===== config.mk =====
export PLATFORM = sky130hd
export DESIGN_NAME = fc_feature_tx_flat
export DESIGN_NICKNAME = d
export VERILOG_FILES = /design/src/rtl/fc_feature_tx_if.sv /design/src/rtl/fc_feature_tx.sv /design/src/flat_wrapper.sv
export SDC_FILE = /design/constraint.sdc
export NUM_CORES = 2
export LEC_CHECK = 0
export CAP_MARGIN = 20
export CORE_MARGIN = 1
export CORE_UTILIZATION = 37
export CTS_CLUSTER_DIAMETER = 200
export DETAILED_ROUTE_END_ITERATION = 6
export SLEW_MARGIN = 20
export SYNTH_ARGS = -nofsm -noshare
export SYNTH_HDL_FRONTEND = slang
export SYNTH_SLANG_ARGS = --single-unit

===== constraint.sdc =====
create_clock -name clk -period 3 [get_ports clk]
set_input_delay 0.6 -clock clk [delete_from_list [all_inputs] [get_ports clk]]
set_output_delay 0.6 -clock clk [all_outputs]
set_load 0.05 [all_outputs]

===== src/rtl/fc_feature_tx_if.sv =====
// Valid/ready bundle for fc_feature_tx: feature-word write port from the flatten/pool
// stage plus the valid/ready/last stream to the dense-layer input.
interface fc_feature_tx_if #(
   parameter int DATA_W = 16,
   parameter int IDX_W  = 7
);
   logic              in_valid;
   logic              in_ready;
   logic [DATA_W-1:0] in_data;
   logic              out_valid;
   logic              out_ready;
   logic [DATA_W-1:0] out_data;
   logic [IDX_W-1:0]  out_index;
   logic              out_last;
   logic              frame_done;

   modport master (
      output in_valid, in_data, out_ready,
      input  in_ready, out_valid, out_data, out_index, out_last, frame_done
   );

   modport slave (
      input  in_valid, in_data, out_ready,
      output in_ready, out_valid, out_data, out_index, out_last, frame_done
   );
endinterface


===== src/rtl/fc_feature_tx.sv =====
// Frame buffer feeding the FC classifier: captures NUM_FEAT words, then streams them out.
// Define FC_TX_PINGPONG_EN for two banks so capture of the next frame overlaps transmission.
module fc_feature_tx #(
   parameter int DATA_W   = 16,
   parameter int NUM_FEAT = 120,
   parameter int IDX_W    = 7
) (
   input  logic           clk,
   input  logic           rst_n,
   fc_feature_tx_if.slave bus
);

`ifdef FC_TX_PINGPONG_EN
   localparam int NUM_BANKS = 2;
`else
   localparam int NUM_BANKS = 1;
`endif
   localparam int                ADDR_W     = $clog2(NUM_BANKS * NUM_FEAT);
   localparam logic [IDX_W-1:0]  LAST_IDX   = IDX_W'(NUM_FEAT - 1);
   localparam logic [ADDR_W-1:0] BANK1_BASE = ADDR_W'(NUM_FEAT);

   typedef enum logic {IDLE, SEND} state_t;

   logic [DATA_W-1:0] mem [NUM_BANKS*NUM_FEAT];
   logic [IDX_W-1:0]  wr_ptr;
   logic [IDX_W-1:0]  rd_ptr;
   logic [IDX_W-1:0]  rd_idx;
   logic              wr_bank;
   logic              rd_bank;
   logic [1:0]        full;
   logic [1:0]        full_nxt;
   logic [ADDR_W-1:0] wr_addr;
   logic [ADDR_W-1:0] rd_addr;
   logic              in_ready_w;
   logic              in_fire;
   logic              out_fire;
   logic              wr_wrap;
   logic              rd_wrap;
   state_t            state;
   logic              out_valid_q;
   logic              out_last_q;
   logic              frame_done_q;
   logic [DATA_W-1:0] out_data_q;

   assign in_ready_w = !full[wr_bank];
   assign in_fire    = bus.in_valid & in_ready_w;
   assign out_fire   = (state == SEND) & out_valid_q & bus.out_ready;
   assign wr_wrap    = in_fire & (wr_ptr == LAST_IDX);
   assign rd_wrap    = out_fire & (rd_ptr == LAST_IDX);

   // The read address looks one word ahead so the next word is ready at the handshake edge.
   assign rd_idx  = (state == IDLE) ? '0 : rd_ptr + 1'b1;
   assign wr_addr = (wr_bank ? BANK1_BASE : '0) + ADDR_W'(wr_ptr);
   assign rd_addr = (rd_bank ? BANK1_BASE : '0) + ADDR_W'(rd_idx);

   assign bus.in_ready   = in_ready_w;
   assign bus.out_valid  = out_valid_q;
   assign bus.out_data   = out_data_q;
   assign bus.out_index  = rd_ptr;
   assign bus.out_last   = out_last_q;
   assign bus.frame_done = frame_done_q;

`ifdef FC_TX_PINGPONG_EN
   always_ff @(posedge clk or negedge rst_n) begin
      if (!rst_n) begin
         wr_bank <= 1'b0;
         rd_bank <= 1'b0;
      end else begin
         if (wr_wrap) wr_bank <= ~wr_bank;
         if (rd_wrap) rd_bank <= ~rd_bank;
      end
   end
`else
   assign wr_bank = 1'b0;
   assign rd_bank = 1'b0;
`endif

   always_ff @(posedge clk) begin
      if (in_fire) mem[wr_addr] <= bus.in_data;
   end

   always_ff @(posedge clk or negedge rst_n) begin
      if (!rst_n) begin
         wr_ptr <= '0;
      end else if (in_fire) begin
         wr_ptr <= (wr_ptr == LAST_IDX) ? '0 : wr_ptr + 1'b1;
      end
   end

   // Set and clear always target different banks, so both may apply in one cycle.
   always_comb begin
      full_nxt = full;
      if (rd_wrap) full_nxt[rd_bank] = 1'b0;
      if (wr_wrap) full_nxt[wr_bank] = 1'b1;
   end

   always_ff @(posedge clk or negedge rst_n) begin
      if (!rst_n) full <= '0;
      else        full <= full_nxt;
   end

   always_ff @(posedge clk or negedge rst_n) begin
      if (!rst_n) begin
         state        <= IDLE;
         rd_ptr       <= '0;
         out_valid_q  <= 1'b0;
         out_data_q   <= '0;
         out_last_q   <= 1'b0;
         frame_done_q <= 1'b0;
      end else begin
         frame_done_q <= 1'b0;
         case (state)
            IDLE: begin
               if (full[rd_bank]) begin
                  out_data_q  <= mem[rd_addr];
                  rd_ptr      <= '0;
                  out_valid_q <= 1'b1;
                  out_last_q  <= (LAST_IDX == '0);
                  state       <= SEND;
               end
            end
            SEND: begin
               if (out_fire) begin
                  if (rd_ptr == LAST_IDX) begin
                     out_valid_q  <= 1'b0;
                     out_last_q   <= 1'b0;
                     frame_done_q <= 1'b1;
                     state        <= IDLE;
                  end else begin
                     rd_ptr     <= rd_idx;
                     out_data_q <= mem[rd_addr];
                     out_last_q <= (rd_idx == LAST_IDX);
                  end
               end
            end
            default: state <= IDLE;
         endcase
      end
   end

endmodule


===== src/flat_wrapper.sv =====
// flat-port wrapper written by rule: the top's interface ports become plain ports
module fc_feature_tx_flat 
#(
   parameter int DATA_W   = 16,
   parameter int NUM_FEAT = 120,
   parameter int IDX_W    = 7
)
  (clk, rst_n, bus_in_valid, bus_in_data, bus_out_ready, bus_in_ready, bus_out_valid, bus_out_data, bus_out_index, bus_out_last, bus_frame_done);
  fc_feature_tx_if #(.DATA_W(DATA_W), .IDX_W(IDX_W)) bus_i ();
  input  logic clk;
  input  logic rst_n;
  input wire logic [$bits(bus_i.in_valid)-1:0] bus_in_valid;
  input wire logic [$bits(bus_i.in_data)-1:0] bus_in_data;
  input wire logic [$bits(bus_i.out_ready)-1:0] bus_out_ready;
  output wire logic [$bits(bus_i.in_ready)-1:0] bus_in_ready;
  output wire logic [$bits(bus_i.out_valid)-1:0] bus_out_valid;
  output wire logic [$bits(bus_i.out_data)-1:0] bus_out_data;
  output wire logic [$bits(bus_i.out_index)-1:0] bus_out_index;
  output wire logic [$bits(bus_i.out_last)-1:0] bus_out_last;
  output wire logic [$bits(bus_i.frame_done)-1:0] bus_frame_done;
  assign bus_i.in_valid = bus_in_valid;
  assign bus_i.in_data = bus_in_data;
  assign bus_i.out_ready = bus_out_ready;
  assign bus_in_ready = bus_i.in_ready;
  assign bus_out_valid = bus_i.out_valid;
  assign bus_out_data = bus_i.out_data;
  assign bus_out_index = bus_i.out_index;
  assign bus_out_last = bus_i.out_last;
  assign bus_frame_done = bus_i.frame_done;
  fc_feature_tx #(.DATA_W(DATA_W), .NUM_FEAT(NUM_FEAT), .IDX_W(IDX_W)) u_core (.clk(clk), .rst_n(rst_n), .bus(bus_i));
endmodule

== Word-level counts from Yosys, hierarchy flattened ==
Memories as Yosys holds them, arrays and structs flattened.
Cells that the tools add are included.
Word-level totals
  logic and storage cells: 58
  output and inout port bits: 27
  RAM bits: 1920
  input port bits: 20
  register bits after elaboration: 35
  memory bits (read-only): 0
  bits in latches: 0
  memories kept: 1
Operators by class
  add/sub/neg operators: 2
  eq/ne operators: 7
  shift operators: 0
  reductions and logical operators: 5
  order comparisons: 0
  divide/modulo/power cells: 0
  bitwise logic cells: 6
  $mul: 0
  mux-type cells: 29
Memory list
  u_core.mem: words 120, width 16, read ports 1, clocked after Yosys merged registers in 0, write ports 1, RTL line fc_feature_tx.sv:24  | logic [DATA_W-1:0] mem [NUM_BANKS*NUM_FEAT];
Operators with widths (count)
  two-way mux 16 bit: 3
  two-way mux 7 bit: 5
  case mux 16 bit (2 select lines): 1
  == test 7 bit (second input constant): 3
  two-way mux 1 bit: 16
  adder 7 x 1 -> 7 bit (second input constant): 2
  case mux 7 bit (2 select lines): 1
  case mux 1 bit (2 select lines): 3
  AND reduction 3 bit: 2
  bitwise AND 1 bit: 5
  inequality test 2 x 1 -> 1 bit (second input constant): 2
  inequality test 2 bit (second input constant): 2
  AND reduction 2 bit: 1
  nonzero test 2 bit: 1
  zero test 1 bit: 1
  inverter 1 bit: 1

== Longest topological paths before layout ==
  depth in word-level cells: 6
  depth in mapped cells: 13
  mapped depth without buffers: 8

== Worst setup path after synthesis ==
Ideal clock, no wire load.
  kind: input to register
  start: input bus_in_valid
  end: memory u_core.mem[31][0] (enable)
  path slack: 148 ps
  data arrival time: 2442 ps
  cell stages on the path: 5
  setup time: 409 ps
  cell sequence: nor2b_1 nand4_1 inv_1 nand3_1 nor3_1
On the way
  cells in the longest elaborated chain, start to end: 3
RTL lines
  start, declared: RTL line flat_wrapper.sv:12  | input wire logic [$bits(bus_i.in_valid)-1:0] bus_in_valid;
  bitwise AND 1 bit: RTL line fc_feature_tx.sv:46  | assign in_fire = bus.in_valid & in_ready_w;
  two-way mux 1 bit: RTL line fc_feature_tx.sv:79  | if (in_fire) mem[wr_addr] <= bus.in_data;
  two-way mux 1 bit (implied by the code): RTL line fc_feature_tx.sv:79
  end, declared: RTL line fc_feature_tx.sv:24
Every way passes these cells.

== Worst setup path after layout ==
  start: register u_core.rd_ptr[0], in the netlist u_core.bus.out_index[0]
  end: register u_core.out_data_q[4], in the netlist u_core.bus.out_data[4]
On the way
  cells in the longest elaborated chain, start to end: 6
RTL lines
  start, declared: RTL line fc_feature_tx.sv:26  | logic [IDX_W-1:0] rd_ptr;
  start signal, assigned: RTL line fc_feature_tx.sv:130  | rd_ptr <= rd_idx;
  adder 7 x 1 -> 7 bit: RTL line fc_feature_tx.sv:52  | assign rd_idx = (state == IDLE) ? '0 : rd_ptr + 1'b1;
  two-way mux 7 bit: RTL line fc_feature_tx.sv:52
  memory (120 x 16 bit)
  two-way mux 16 bit: RTL line fc_feature_tx.sv:124  | if (rd_ptr == LAST_IDX) begin
  two-way mux 16 bit: RTL line fc_feature_tx.sv:123  | if (out_fire) begin
  case mux 16 bit (2 select lines): RTL line fc_feature_tx.sv:112  | case (state)
  end signal, assigned: RTL line fc_feature_tx.sv:115  | out_data_q <= mem[rd_addr];
  end signal, assigned: RTL line fc_feature_tx.sv:131  | out_data_q <= mem[rd_addr];
  end, declared: RTL line fc_feature_tx.sv:43  | logic [DATA_W-1:0] out_data_q;
Several ways; a longest one is shown, not always the timed one. The select of a mux whose other input is x is not followed.
A chain may end at the register's enable or synchronous reset.

==> impl_metrics.ini <==
[power_and_ir_drop]
clock_power_share_pct = 27.9
p_seq_share_pct = 36.4
internal_power_uw = 54700
ir_worst_vdd_v = 0.000592
switchingPower_uw = 29100
pwr-share-comb_pct = 35.7
power.leakage_uw = 0.0319
power_density_nw_per_um2 = 874
p_sw_share_pct = 34.7

[critical_path]
timing.reg2reg.setup_slack_ns = -0.06
startpoint_type = flip-flop
critPathKind = flip-flop to flip-flop
end_kind = flip-flop
cp.required_ns = 3.77
cp.arrival_ns = 3.82
critical_path_peak_fanout = 7
r2r_end = u_core.bus.out_data[4]
ff2ff_path_depth = 13
reg2reg_from = u_core.bus.out_index[0]

[global_route]
grt_pass1_wl_mm = 339
grt_max_degree = 121
top_usage_layer = met2
grtUsageMet1_pct = 30.5
grt_usage_pct = 21.9
globalRouteMet2Util_pct = 34.5
grt_overflow = 0
antenna_found_initial = 7
use_met3_pct = 3.42
grt_pass1_vias = 48000

[sta]
setup_slack_ns = -0.0553
setup_viol = 7
fmax_mhz = 327
fin_crit_sh_pct = 102
whs_ns = 0.123
rsz0062_at_grt = true
finalHoldViolCount = 0
maxSlewHeadroom_pct = 30.5
fin_crit_ns = 3.06
skew_ns = 0.0812
tns_ns = -0.176
maxSlewViolCount = 0
worstMarginPinSlew_ns = 1.04

[logic_synthesis]
synth_flop_cell = edfxtp_1
synth_edf_count = 1920
postSynthCellCount = 5288
async_flop_share_pct = 1.79
synth-seq-cells = 1955
ys_seq_area_share_pct = 75.1
syn_area_sq_um = 77900
synth.net_count = 5310
ys_warn_count = 0
synth.avg_cell_area_sq_um = 14.7
synth.distinct_cells = 73

[clock_tree]
clock-sinks = 1955
clk_pin_slew_ns = 0.06
clock_path_buffers = 3
cts_tree = yes
clock_tree.root_cell = clkbuf_16
cts_inserted_buffers = 195
clk_latency_ns = 0.84
htreeDepth = 4

[outcome]
violations = negative setup slack
status = finished with violations

[routing]
drcViolationCount = 0
drtIter0Drc = 6516
wire_per_inst_um = 27.0
viasPerCell = 5.64
vias = 49900
antenna_left = 0
routed_wl_mm = 239
drtPass1Iterations = 6

[floorplanning]
die_w_um = 461
dieArea_sq_um = 212000
initial_utilization_pct = 37.2
fp.dieH_um = 461
rows = 168
coreArea_sq_um = 209000
ios = 47

[hold_path]
hold_depth = 1
hold_end = u_core.mem[6][2]
hold_start = bus_in_data[2]
hp-class = input pin to flip-flop

[placed_design]
placed_cells = 8436
place_area_sq_um = 87800
gp_congestion = 0.918
dpl_worst_slack_ns = -0.809
dp_hpwl_mm = 146
io_buffers = 46

[finish]
drive_gt1_share_pct = 21.0
fin_nets = 5899
design_area_sq_um = 95800
area_delta_synth_final_pct = 23.0
finalNonFillerCells = 8842
fillers = 18100

[flow_run]
drv_cap = 0
power by group through the flow:
stage | logic, uW | registers, uW | clock network (uW)
after global routing | 31200 | 30500 | 24700
after detailed placement | 26200 | 31000 | 0
after CTS | 27500 | 30500 | 23700
final | 29900 | 30500 | 23400
after global placement | 26200 | 31000 | 0
after floorplan | 11700 | 31200 | 0
synth_stat cells, types with 14 or more instances:
master / count / area [sq um]
a221oi_1: 34 / 298
and3b_1: 16 / 140
nor2b_1: 164 / 1030
o221ai_1: 18 / 158
a22oi_1: 21 / 158
nand2_1: 1045 / 3920
nand2b_1: 16 / 100
mux4_2: 50 / 1130
o22ai_1: 47 / 294
buf_1: 33 / 124
nor3_1: 25 / 125
buf_4: 27 / 203
o32ai_1: 14 / 123
mux2i_1: 159 / 1590
a311oi_1: 169 / 1480
and3_1: 20 / 125
a32oi_1: 26 / 228
a21oi_1: 132 / 661
clkbuf_1: 127 / 477
a31oi_1: 88 / 551
nand3_1: 301 / 1510
edfxtp_1: 1920 / 57700
o21ai_0: 89 / 445
buf_2: 188 / 941
a32o_1: 16 / 160
nor2_1: 151 / 567
a211oi_1: 201 / 1510
dfrtp_1: 35 / 876
registers in the layout (all words and copies together) (netlist names):
| name | flops |
|---|---|
| u_core.bus.frame_done | 1 |
| u_core.bus.out_data | 16 |
| u_core.bus.out_index | 7 |
| u_core.bus.out_last | 1 |
| u_core.bus.out_valid | 1 |
| u_core.full | 1 |
| u_core.mem | 1920 |
| u_core.state | 1 |
| u_core.wr_ptr | 7 |
layout make-up:
| type | instances | area (sq um) | area share (%) |
|---|---|---|---|
| inverter | 6 | 22.5 | 0.0235 |
| clock buffer | 243 | 5110 | 5.33 |
| timing repair buffer | 775 | 8920 | 9.31 |
| clock inverter | 107 | 950 | 0.991 |
| antenna | 7 | 17.5 | 0.0183 |
| sequential | 1955 | 58500 | 61.1 |
| multi-input combinational | 2944 | 18800 | 19.6 |
| tap | 2805 | 3510 | 3.66 |
worst max-delay path by stage:
| stage | startpoint | end | slack (ns) | cells after the start |
|---|---|---|---|---|
| 2_1_floorplan | bus_in_valid | u_core.mem[31][0] | 0.15 | 5 |
| 5_1_grt | u_core.bus.out_index[0] | u_core.bus.out_data[4] | -0.09 | 13 |
| 6_report | u_core.bus.out_index[0] | u_core.bus.out_data[4] | -0.06 | 13 |
| 3_5_place_dp | u_core.bus.out_index[0] | u_core.bus.out_data[7] | -0.81 | 11 |
| 3_3_place_gp | u_core.bus.out_index[0] | u_core.bus.out_data[7] | -0.88 | 11 |
| 4_1_cts | u_core.bus.out_index[0] | u_core.bus.out_data[14] | -0.02 | 12 |
layer usage:
metal	up-vias	routed length [um]
met1	25400	98000
met2	2449	111000
met4	0	9500
li1	21600	-
met5	-	0
met3	425	20300
logic make-up (layout without fill, tap and decap cells):
family,Yosys count,after routing,synth area share [%]
flops,1955,1955,75.1
simple gates,1790,1791,10.1
compound gates,923,923,8.55
buf+inv,390,1131,2.41
mux,223,223,3.73
xor+xnor,5,5,0.0755
fa+ha+maj,2,2,0.0321
other cells,0,7,0
metrics by stage:
stage	power, uW	utilization, %
after floorplan	43000	-
after global placement	57200	41.9
after detailed placement	57300	41.9
after CTS	81700	45.2
after global routing	86300	45.8
final	83800	45.8
placed cells by master, fill, tap and decap left out, types with 16 or more instances in the layout:
cell type and n:
mux4_2 50, a211oi_2 38, o22ai_1 46, and3_1 20, a221oi_1 16, buf_12 198
o21ai_0 65, and3b_1 16, a31oi_1 76, clkdlybuf4s50_1 24, nand2_1 1044, buf_4 506
buf_16 16, nor2_1 145, clkinv_2 31, dfrtp_1 33, a32oi_1 25, clkbuf_16 206
nor2b_1 162, edfxtp_1 1920, a21oi_1 122, clkinv_1 48, nor3_1 17, mux2i_1 152
a211oi_1 156, a311oi_2 22, nand3_1 301, clkbuf_1 44, a311oi_1 144, a221oi_2 16
worst max-delay path, stage by stage, from the launching register on:
cell and delay, ns:
dfrtp_4 0.52, ha_4 0.34, buf_4 0.14, and2_4 0.17
buf_12 0.12, buf_12 0.10, buf_16 0.11, buf_8 0.13
a211oi_2 0.05, o32ai_2 0.35, mux2i_4 0.16, o2111a_1 0.25
a311o_1 0.37, nand4_1 0.15
timing repair:
action / in CTS / in global routing
hold buffers: 1 / 0
cloned: 3 / 10
endpoints found under the setup margin: 20 / 16
pin swaps: 12 / 51
gates resized for setup: 95 / 165
endpoints found under the hold margin: 21 / 0
setup buffers: 16 / 21
Power figures use the tool's default switching activity.
